--- src/rtl/vga_timing_gen.sv ---
// Pixel/line timing generator for the 800x600@60 display path.
// Emits counters and a mover strobe to the game logic and returns aligned sync and RGB.
module vga_timing_gen #(
    parameter int H_VISIBLE       = 800,
    parameter int H_FRONT         = 40,
    parameter int H_SYNC          = 128,
    parameter int H_BACK          = 88,
    parameter int V_VISIBLE       = 600,
    parameter int V_FRONT         = 1,
    parameter int V_SYNC          = 4,
    parameter int V_BACK          = 23,
    parameter bit H_POL           = 1'b1,
    parameter bit V_POL           = 1'b1,
    parameter int PIPE_DELAY      = 1,
    parameter int FRAMES_PER_MOVE = 4
) (
    input  logic        uclk,
    input  logic        reset,
    input  logic        pix_ce,
    input  logic [2:0]  R_in,
    input  logic [2:0]  G_in,
    input  logic [1:0]  B_in,
    output logic [10:0] PixelX,
    output logic [10:0] PixelY,
    output logic        mover,
    output logic        frame_tick,
    output logic        hsync,
    output logic        vsync,
    output logic        video_on,
    output logic [2:0]  R,
    output logic [2:0]  G,
    output logic [1:0]  B
);

    localparam int H_TOTAL = H_VISIBLE + H_FRONT + H_SYNC + H_BACK;
    localparam int V_TOTAL = V_VISIBLE + V_FRONT + V_SYNC + V_BACK;

    localparam logic [10:0] H_LAST   = 11'(H_TOTAL - 1);
    localparam logic [10:0] V_LAST   = 11'(V_TOTAL - 1);
    localparam logic [10:0] HS_START = 11'(H_VISIBLE + H_FRONT);
    localparam logic [10:0] HS_END   = 11'(H_VISIBLE + H_FRONT + H_SYNC - 1);
    localparam logic [10:0] VS_START = 11'(V_VISIBLE + V_FRONT);
    localparam logic [10:0] VS_END   = 11'(V_VISIBLE + V_FRONT + V_SYNC - 1);
    localparam logic [10:0] H_ACT    = 11'(H_VISIBLE);
    localparam logic [10:0] V_ACT    = 11'(V_VISIBLE);
    localparam logic [7:0]  FPM_LAST = 8'(FRAMES_PER_MOVE - 1);

    logic                  hs_raw;
    logic                  vs_raw;
    logic                  act_raw;
    logic                  frame_end;
    logic [PIPE_DELAY-1:0] hs_pipe;
    logic [PIPE_DELAY-1:0] vs_pipe;
    logic [PIPE_DELAY-1:0] act_pipe;
    logic [7:0]            frame_cnt;

    always_comb begin
        hs_raw    = (PixelX >= HS_START) && (PixelX <= HS_END);
        vs_raw    = (PixelY >= VS_START) && (PixelY <= VS_END);
        act_raw   = (PixelX < H_ACT) && (PixelY < V_ACT);
        frame_end = pix_ce && (PixelX == H_LAST) && (PixelY == V_LAST);
    end

    always_ff @(posedge uclk) begin
        if (reset) begin
            PixelX <= '0;
            PixelY <= '0;
        end else if (pix_ce) begin
            if (PixelX == H_LAST) begin
                PixelX <= '0;
                PixelY <= (PixelY == V_LAST) ? 11'd0 : PixelY + 11'd1;
            end else begin
                PixelX <= PixelX + 11'd1;
            end
        end
    end

    // Delay line absorbs the game logic's RGB register latency.
    always_ff @(posedge uclk) begin
        if (reset) begin
            hs_pipe  <= '0;
            vs_pipe  <= '0;
            act_pipe <= '0;
        end else if (pix_ce) begin
            hs_pipe[0]  <= hs_raw;
            vs_pipe[0]  <= vs_raw;
            act_pipe[0] <= act_raw;
            for (int i = 1; i < PIPE_DELAY; i++) begin
                hs_pipe[i]  <= hs_pipe[i-1];
                vs_pipe[i]  <= vs_pipe[i-1];
                act_pipe[i] <= act_pipe[i-1];
            end
        end
    end

    always_ff @(posedge uclk) begin
        if (reset) begin
            hsync    <= !H_POL;
            vsync    <= !V_POL;
            video_on <= 1'b0;
            R        <= '0;
            G        <= '0;
            B        <= '0;
        end else if (pix_ce) begin
            hsync    <= H_POL ? hs_pipe[PIPE_DELAY-1] : !hs_pipe[PIPE_DELAY-1];
            vsync    <= V_POL ? vs_pipe[PIPE_DELAY-1] : !vs_pipe[PIPE_DELAY-1];
            video_on <= act_pipe[PIPE_DELAY-1];
            R        <= act_pipe[PIPE_DELAY-1] ? R_in : 3'd0;
            G        <= act_pipe[PIPE_DELAY-1] ? G_in : 3'd0;
            B        <= act_pipe[PIPE_DELAY-1] ? B_in : 2'd0;
        end
    end

    // mover changes only at frame boundaries so the game logic sees whole frames.
    always_ff @(posedge uclk) begin
        if (reset) begin
            frame_cnt  <= '0;
            mover      <= 1'b0;
            frame_tick <= 1'b0;
        end else begin
            frame_tick <= frame_end;
            if (frame_end) begin
                if (frame_cnt == FPM_LAST) begin
                    frame_cnt <= '0;
                    mover     <= 1'b1;
                end else begin
                    frame_cnt <= frame_cnt + 8'd1;
                    mover     <= 1'b0;
                end
            end
        end
    end

endmodule

--- config.mk ---
export PLATFORM = sky130hd
export DESIGN_NAME = vga_timing_gen
export DESIGN_NICKNAME = d
export VERILOG_FILES = /design/src/rtl/vga_timing_gen.sv
export SDC_FILE = /design/constraint.sdc
export NUM_CORES = 1
export LEC_CHECK = 0
export BUFFER_PORTS_ARGS = -buffer_cell sky130_fd_sc_hd__buf_2
export CORE_ASPECT_RATIO = 0.75
export CORE_MARGIN = 1.5
export CORE_UTILIZATION = 57
export CTS_CLUSTER_DIAMETER = 50
export DETAILED_ROUTE_END_ITERATION = 12
export PLACE_DENSITY_LB_ADDON = 0.1
export SETUP_SLACK_MARGIN = 0.3
export SYNTH_ARGS = -nofsm -noshare
export SYNTH_HDL_FRONTEND = slang
export SYNTH_SLANG_ARGS = --single-unit
--- constraint.sdc ---
create_clock -name uclk -period 5.35 [get_ports uclk]
set_clock_uncertainty 0.15 [all_clocks]
set_input_delay 0.535 -clock uclk [delete_from_list [all_inputs] [get_ports uclk]]
set_output_delay 0.535 -clock uclk [all_outputs]
set_load 0.1 [all_outputs]
# == Word level (Yosys, flattened, before mapping) ==
# Index checks and enable logic that the tools add are counted.
# classes
n_addsub,3
bitwise,0
multipliers,0
shift,0
n_reduce_logical,6
order_cmp,6
div,0
n_mux,7
n_eq_ne,3
# ops
op,n
11-bit by 1-bit adder with 11-bit output (second input constant),2
11-bit by 10-bit >= comparator with 1-bit output (second input constant),2
11-bit by 10-bit less-or-equal comparator with 1-bit output (second input constant),2
11-bit by 10-bit less-than comparator with 1-bit output (second input constant),2
11-bit two-way mux,2
11-bit by 10-bit == test with 1-bit output (second input constant),1
11-bit == test (second input constant),1
8-bit by 1-bit adder with 8-bit output (second input constant),1
8-bit by 2-bit == test with 1-bit output (second input constant),1
8-bit two-way mux,1
3-bit two-way mux,2
1-bit logical AND,5
2-bit two-way mux,1
2-bit AND reduction,1
1-bit two-way mux,1
# totals
reg_bits,46
latch_bits,0
output_inout_bits,35
inputBits,11
memories,0
ram_bits,0
rom_bits,0

# == Depth between registers and ports, before layout ==
# Gate-level depths: netlist of the first run.
# logic_depth
depth_word,3
mapped_depth,8
ltp_nobuf,5

# == Least setup slack after synthesis of the first run ==
# No wires, ideal clock.
# synth_timing
kind,reg2reg
startpoint,register PixelX[0]
endpoint,register PixelY[8]
t_required_ns,5.130
setup_time_ns,0.070
slack_ns,2.611
arrival_time_ns,2.519
period_less_slack_ns,2.739
path_stages_with_launch,8
path_buffers,2
path_cell_list,dfxtp_1 -> ha_1 -> and4_1 -> buf_4 -> nand4_4 -> buf_6 -> or4_1 -> a21oi_1
# synth_between
elab_chain_cells,2
# synth_lines
element,line,rtl
start: declaration,23,"output logic [10:0] PixelX,"
start signal: assignment,73,PixelX <= PixelX + 11'd1;
11-bit == test,69,if (PixelX == H_LAST) begin
2-bit AND reduction (no source line),-,
end signal: assignment,71,PixelY <= (PixelY == V_LAST) ? 11'd0 : PixelY + 11'd1;
end: declaration,24,"output logic [10:0] PixelY,"
# Every way passes these cells.
# A chain may end at the register's enable or synchronous reset.

# == Worst setup path in the final report of the first run ==
# layout_timing
startpoint,register PixelX[0]
endpoint,register PixelY[9]
# Same word-level chain as after synthesis.

==> impl_summary.txt, run 1 <==
----------------------------------------------------
[Status]
  Result of the run ... complete, no violations

[Pwr]
  Power Internal ... 0.000449 W
  Switching share of power ... 26.5%
  Portion of total power attributed to sequential cells ... between 50% and 60%
  Switching power of the nets ... 0.000162 W
  Comb pwr share ... 8.5%
  Overall power consumption ... 0.000611 W
  Leakage ... 0.969 nW
  Pwr/cell area ... 245 nW/um2
  Power share of the clock group ... between 30% and 40%
  Worst vdd ir ... 0.000166 V

[Finish]
  Count of filler cells inserted in the layout ... approximately 330
  Inserted Diodes ... 0
  Most frequent standard cell in the layout excluding fill and tap cells ... dfxtp_1
  Highest-count cells in the layout ignoring fill and taps ... dfxtp_1 (46), buf_2 (45), nor2_1 (27), a21oi_1 (23)
  Fraction of layout cells with a size suffix above 1 ... 20.1%
  Area delta synth->final ... 13.3%
  Area of the multi-input gates ... 1160 um2
  Non-Filler Instances ... 340
  Count of nets after finishing ... 304
  Register cell area after layout ... 921 um2

[Clock tree]
  Post-CTS repair timing setup buffer count ... 0
  Latest clock arrival within the worst-skew pair ... around 0.30 ns
  CTS tree ... done
  Buffer depth of the longest clock path ... 2
  Number of sinks handled by clock tree synthesis ... 46
  CTS Hold Bufs ... 0
  Post_cts resized ... 0
  H-Tree Depth ... 2
  Clock transition at the register clock pins on the worst setup and hold paths after CTS ... ~0.090 ns
  Cell at the root of the clock tree ... clkbuf_8
  Cts bufs inserted ... 5

[STA]
  Total Neg Setup Slack ... 0 ns
  Post-route minimum period ... 2.49 ns
  Max-slew violation count ... 0
  Remaining max-slew budget at the tightest pin ... between 50% and 60%
  Setup WS post-layout ... 2.86 ns
  Final setup fails ... 0
  Number of failing hold endpoints at the final stage ... 0
  Unrepaired setup endpoints after global routing ... false
  Slew at the pin closest to its max-slew limit ... 0.638 ns
  Highest achievable clock rate ... 401 MHz
  Final Cycle Share ... 46.6%

[Worst hold path]
  Worst Hold Depth ... 2
  Class of the tightest hold or removal check ... register to register

[Die]
  Number of core rows ... 19
  Starting utilization of the core area ... 59.6%
  Die Outline Area ... around 4200 um2
  Die Wd ... between 70 and 80 um
  Core Footprint ... 3680 um2
  Chip height ... around 57 um
  Total I/O pin count ... between 40 and 50

[Job]
  Max-capacitance violation count ... 0

[Detailed routing]
  Detailed router's first-iteration violation count ... 107
  Length of the first detailed-routing pass in iterations ... 4
  Antenna viol nets, final ... 0
  Routed metal-1 wire length ... 2.36 mm
  Routed length per instance ... 13.2 um
  Total wirelength of the detailed-routed design ... roughly 4.5 mm
  Met3 wire len ... 186 um
  Count of unresolved DRC violations after routing ... 0
  Met2 wire length ... 1.89 mm
  Vias per cell ... 5.70
  Top layer used by detailed routing ... met4
  Overall via count from detail_route ... a little under 2,000

[Critical path]
  Type of the worst setup path ... register to register
  Critical path depth ... 5
  Required time of the critical path ... between 5 and 6 ns
  Highest-delay cell along the critical path ... or4_1
  Crit Path Max Fanout ... 38
  Critical path cell sequence ... ha_1 -> and4_1 -> nand4_4 -> or4_1 -> a21oi_1
  Worst path bufs/invs ... 0
  Crit path arrival time ... 2.57 ns
  Setup crit end kind ... register
  Worst R2R Path Depth ... 5
  Type of origin of the critical path ... register
  Crit-path leading delay family ... simple AND/OR/NAND/NOR gates
  Slowest stage delay, CP ... 0.64 ns

[Synth]
  Number of distinct library cells after synthesis ... 42
  Dominant register cell in the synthesized netlist ... dfxtp_1
  Mean area per synthesized cell ... 8.79 um2
  Flops & latches, synth ... 46
  Synth Net Count ... 267
  Number of flops mapped to enable cells by yosys ... 0
  Netlist Area Pre-Place ... about 2200 um2
  Number of warnings issued by yosys ... 0
  Proportion of register bits with asynchronous set or reset after synthesis ... 0%
  Cells after Synth ... 250
  Sequential area share after synthesis ... 41.9%

[Global routing]
  Leftover overflow at the end of global routing ... 0
  Tot GR Track Use ... 22.7%
  Via count of the first global-routing pass ... 1,609
  Number of antenna violations at the first check in global routing ... 0
  Wire length of the first global-routing pass ... 7.42 mm
  Largest net degree at the start of global routing ... 39

[Placement]
  Final weighted congestion in routability-driven placement ... 0.809
  Post-detailed-placement half-perimeter wirelength ... between 3 and 4 mm
  Quantity of I/O buffers inserted on ports ... 45
  Post-Place Worst Slack ... 2.80 ns
  Placed instance count ... 332

----------------------------------------------------
per-stage QoR:
stage / hold WS [ns] / area [um2] / util [%]
finish: 0.312 / 2490 / 67.5
CTS: 0.310 / 2490 / 67.5
global placement: 0.302 / 2400 / 65.2
global route: 0.319 / 2490 / 67.5
detailed placement: 0.303 / 2400 / 65.2
floorplan: 0.286 / 2200 / -
kinds of logic (layout without fill, tap and decap cells):
family	Yosys count	count (layout)	synth area share (%)
buf+inv	22	60	5.07
xor+xnor	11	11	4.38
mux	4	4	1.82
simple gates	105	105	27.8
compound gates	56	56	15.6
fa+ha+maj	6	6	3.42
flops	46	46	41.9
cells in the mapped netlist, types with 2 or more instances:
master    count  share of area [%]
dfxtp_1      46                 42
nand4_1       8                2.3
or3_1         5                1.4
buf_2         2               0.46
mux2i_1       4                1.8
a22oi_1       8                2.7
nand2_1      13                2.2
clkbuf_1      8                1.4
or4_1        12                4.1
nor4_1        2               0.57
xor2_1        5                2.0
and3_1        3               0.85
and4_1        3                1.2
ha_1          6                3.4
and2_1        3               0.85
nor2_1       27                4.6
nor3_1        4               0.91
inv_1         7                1.2
nand4b_1      2               0.80
nand2b_1      2               0.57
nand3_1      13                3.0
xnor2_1       6                2.4
buf_6         3                1.5
o31ai_1       9                3.1
o21ai_0      10                2.3
a21oi_1      23                5.2
metal layers:
layer | vias to the layer above | GRT usage (%)
met5 | - | 0
met4 | 0 | 7.79
met3 | 7 | 5.39
met2 | 40 | 32.7
met1 | 898 | 33.1
li1 | 993 | -
registers in the layout, indices dropped and copies added, names as in the netlist, 2 cells and up:
| signal | count |
|---|---|
| G | 3 |
| B | 2 |
| R | 3 |
| PixelX | 11 |
| PixelY | 11 |
| frame_cnt | 8 |
worst paths after layout:
kind	slack, ns	startpoint	to
worst min register to register	0.31	act_pipe$_SDFFE_PP0P_	act_pipe$_SDFFE_PP0P_
worst min-delay path	0.31	act_pipe$_SDFFE_PP0P_	act_pipe$_SDFFE_PP0P_
worst max register to register	2.86	PixelX[0]$_SDFFE_PP0P_	PixelY[9]$_SDFFE_PP0P_
worst max-delay path	2.86	PixelX[0]$_SDFFE_PP0P_	PixelY[9]$_SDFFE_PP0P_
cell type report:
type                    instances  area share (%)
clock buffers                   6            2.92
flip-flops and latches         46            37.0
inverters                       7            1.06
repair buffers                 45            9.05
clock inverters                 2           0.553
multi-input cells             182            46.8
well taps                      52            2.61
power groups by stage:
stage	clock network, W	logic, W	registers (W)
5_1_grt	0.000229	0.0000551	0.000351
6_report	0.000209	0.0000518	0.000350
4_1_cts	0.000213	0.0000521	0.000350
3_5_place_dp	0	0.0000520	0.000358
3_3_place_gp	0	0.0000518	0.000358
2_1_floorplan	0	0.0000164	0.000384
worst min-delay path: cells and delay by family (launching register included):
kind / cells / cell delay [ns]
AO/OA/AOI/OAI: 1 / 0.05
flip-flops: 1 / 0.32
AND/OR/NAND/NOR: 1 / 0.06
(Power assumes the default switching activity.)
==> run 2, diff against run 1 <==
--- a/config.mk
+++ b/config.mk
@@ -8,7 +8,7 @@
 export BUFFER_PORTS_ARGS = -buffer_cell sky130_fd_sc_hd__buf_2
 export CORE_ASPECT_RATIO = 0.75
 export CORE_MARGIN = 1.5
-export CORE_UTILIZATION = 57
+export CORE_UTILIZATION = 49
 export CTS_CLUSTER_DIAMETER = 50
 export DETAILED_ROUTE_END_ITERATION = 12
 export PLACE_DENSITY_LB_ADDON = 0.1
==> constraint.sdc (replaced) <==
create_clock -name uclk -period 2.2 [get_ports uclk]
set_clock_uncertainty 0.15 [all_clocks]
set_input_delay 0.22 -clock uclk [delete_from_list [all_inputs] [get_ports uclk]]
set_output_delay 0.22 -clock uclk [all_outputs]
set_load 0.1 [all_outputs]
==> run 2 against run 1 <==
Total power increased by 140%. Clock-buffer cell count unchanged. Via count grew 8.5%. First-iteration DRC count grew 69%. Global-route usage decreased by 1.0 points. Design area grew 15%. Routed wire length increased by 16%. Sequential share of layout area shrank 2.6 points. Core utilization grew 0.90 points. Final cell count grew 8.5%. Die area up 16%.
==> impl_summary.txt, run 2 (synthesis gave the netlist of run 1 again) <==
----------------------------------------------------
[Placement]
  Post-Place Worst Slack ... 0.141 ns (-2.66 ns)
  Post-detailed-placement half-perimeter wirelength ... 3.28 mm (+5.8%)
  Final weighted congestion in routability-driven placement ... 0.781 (-3.5%)
  Quantity of I/O buffers inserted on ports ... 45 (unchanged)

[Finish]
  Count of filler cells inserted in the layout ... 340 (+2.1%)
  Largest registers in the final layout ... PixelX: 11 flops, PixelY: 11 flops, frame_cnt: 8 flops
  Highest-count cells in the layout ignoring fill and taps ... buf_2 (45), nor2_1 (27), dfxtp_1 (24), buf_4 (22), a21oi_1 (20)
  Fraction of layout cells with a size suffix above 1 ... 37.3% (+17 points)
  Area delta synth->final ... 30.2%
  Inserted Diodes ... 0 (unchanged)
  Count of nets after finishing ... 330 (+8.6%)
  Most frequent standard cell in the layout excluding fill and tap cells ... buf_2

[Critical path]
  CP startpoint ... PixelY[0]$_SDFFE_PP0P_
  Type of the worst setup path ... register to register
  Reg-to-Reg End ... frame_cnt[6]$_SDFFE_PP0P_
  Crit path arrival time ... 2.01 ns (-0.56 ns)
  Worst R2R Path Depth ... 5 (unchanged)
  Setup crit end kind ... register
  Setup slack, reg-to-reg ... 0.27 ns (-2.59 ns)
  Critical R2R Launch ... PixelY[0]$_SDFFE_PP0P_
  Crit Path Max Fanout ... 6 (-84%)
  Type of origin of the critical path ... register
  Required time of the critical path ... 2.28 ns (-3.14 ns)

[STA]
  Total Neg Setup Slack ... 0 ns (unchanged)
  Setup WS post-layout ... 0.265 ns (-2.59 ns)
  Number of failing hold endpoints at the final stage ... 0 (unchanged)
  Unrepaired setup endpoints after global routing ... true
  Remaining max-slew budget at the tightest pin ... 65.8% (+8.7 points)
  Final setup fails ... 0 (unchanged)
  Slew at the pin closest to its max-slew limit ... 0.513 ns (-0.125 ns)
  Max-slew violation count ... 0 (unchanged)
  Highest achievable clock rate ... 517 MHz (+29%)
  Post-route minimum period ... 1.93 ns (-0.558 ns)
  Final Cycle Share ... 87.9% (+41 points)

[Detailed routing]
  Overall via count from detail_route ... 2,102 (+8.5%)
  Routed length per instance ... 14.2 um (+7.1%)
  Length of the first detailed-routing pass in iterations ... 5 (+1)
  Vias per cell ... 5.70 (about the same)
  Detailed router's first-iteration violation count ... 181 (+69%)
  Count of unresolved DRC violations after routing ... 0 (unchanged)
  Total wirelength of the detailed-routed design ... 5.23 mm (+16%)
  Antenna viol nets, final ... 0 (unchanged)

[Global routing]
  Largest net degree at the start of global routing ... 30 (-23%)
  Tot GR Track Use ... 21.7% (-1.0 points)
  Wire length of the first global-routing pass ... 8.23 mm (+11%)
  Via count of the first global-routing pass ... 1,706 (+6.0%)
  Number of antenna violations at the first check in global routing ... 0 (unchanged)
  Leftover overflow at the end of global routing ... 0 (unchanged)

[Clock tree]
  CTS tree ... done
  Clock transition at the register clock pins on the worst setup and hold paths after CTS ... 0.09 ns (about the same)
  Buffer depth of the longest clock path ... 2 (unchanged)
  Latest clock arrival within the worst-skew pair ... 0.30 ns (about the same)
  H-Tree Depth ... 2 (unchanged)
  Number of sinks handled by clock tree synthesis ... 46 (unchanged)
  Cell at the root of the clock tree ... clkbuf_8
  Cts bufs inserted ... 5 (unchanged)

[Die]
  Core Footprint ... 4180 um2 (+13%)
  Number of core rows ... 20 (+1)
  Die Outline Area ... 4900 um2 (+16%)
  Starting utilization of the core area ... 52.6% (-7.1 points)
  Total I/O pin count ... 46 (unchanged)
  Die Wd ... 80.3 um (+7.5%)
  Chip height ... 61.0 um (+7.4%)

[Pwr]
  Overall power consumption ... 0.00148 W (+140%)
  Pwr/cell area ... 517 nW/um2 (+110%)
  Worst vdd ir ... 0.000349 V (+110%)
  Leakage ... 1.10 nW (+14%)

[Worst hold path]
  Startpoint of the most critical hold path ... B_in[1]
  Class of the tightest hold or removal check ... primary input to register
  Hold Path End ... B[1]$_SDFFE_PP0P_
  Worst Hold Depth ... 3 (+1)

[Status]
  Result of the run ... complete, no violations

[Job]
  Max-capacitance violation count ... 0 (unchanged)

----------------------------------------------------
[run 2: cell type report]
class	instances	area, um2	area share, %
multi-input cells	184	1280	44.7
flip-flops and latches	46	983	34.4
repair buffers	69	422	14.7
clock buffers	6	72.6	2.54
well taps	55	68.8	2.41
inverters	7	26.3	0.919
clock inverters	2	10.0	0.350
[run 2: repair_timing]
item / 4_1_cts / 5_1_grt
hold buffers: 0 / 0
setup endpoints to repair: 17 / 17
cloned: 2 / 0
setup buffers: 5 / 14
pin swaps: 4 / 7
resized for setup: 6 / 8
[run 2: report_power, final]
part | total (W) | switching (W) | internal (W)
sequential | 0.000838 | 0.0000102 | 0.000827
clock | 0.000500 | 0.000280 | 0.000221
combinational | 0.000140 | 0.000106 | 0.0000337
total | 0.00148 | 0.000396 | 0.00108
[run 2: worst max-delay path by stage]
stage	to	cells after the start	slack [ns]
floorplan	frame_cnt[2]$_SDFFE_PP0P_	7	0.12
finish	frame_cnt[6]$_SDFFE_PP0P_	5	0.27
detailed placement	frame_cnt[2]$_SDFFE_PP0P_	5	0.14
global placement	frame_cnt[2]$_SDFFE_PP0P_	5	0.18
CTS	frame_cnt[2]$_SDFFE_PP0P_	4	0.30
global route	frame_cnt[6]$_SDFFE_PP0P_	5	0.19
[run 2: critical path: stages (launching register included)]
cell and delay [ns]:
dfxtp_4 0.37, ha_4 0.14, and4bb_2 0.27, nand4_1 0.22
or4_1 0.60, a21oi_2 0.12
[run 2: layer usage]
layer	global-route usage (%)	wire, um
met1	32.5	2790
met4	4.93	42
met5	0	0
met3	4.96	216
met2	31.7	2180
[run 2: per-stage QoR]
step           cell area (um2)  util [%]  hold WS (ns)  std cells
2_1_floorplan             2290         -         0.214        250
4_1_cts                   2720      65.1       0.00177        355
6_report                  2860      68.4       0.00487        369
3_5_place_dp              2530      60.6         0.308        340
5_1_grt                   2860      68.4        0.0115        369
3_3_place_gp              2530      60.6         0.297        340
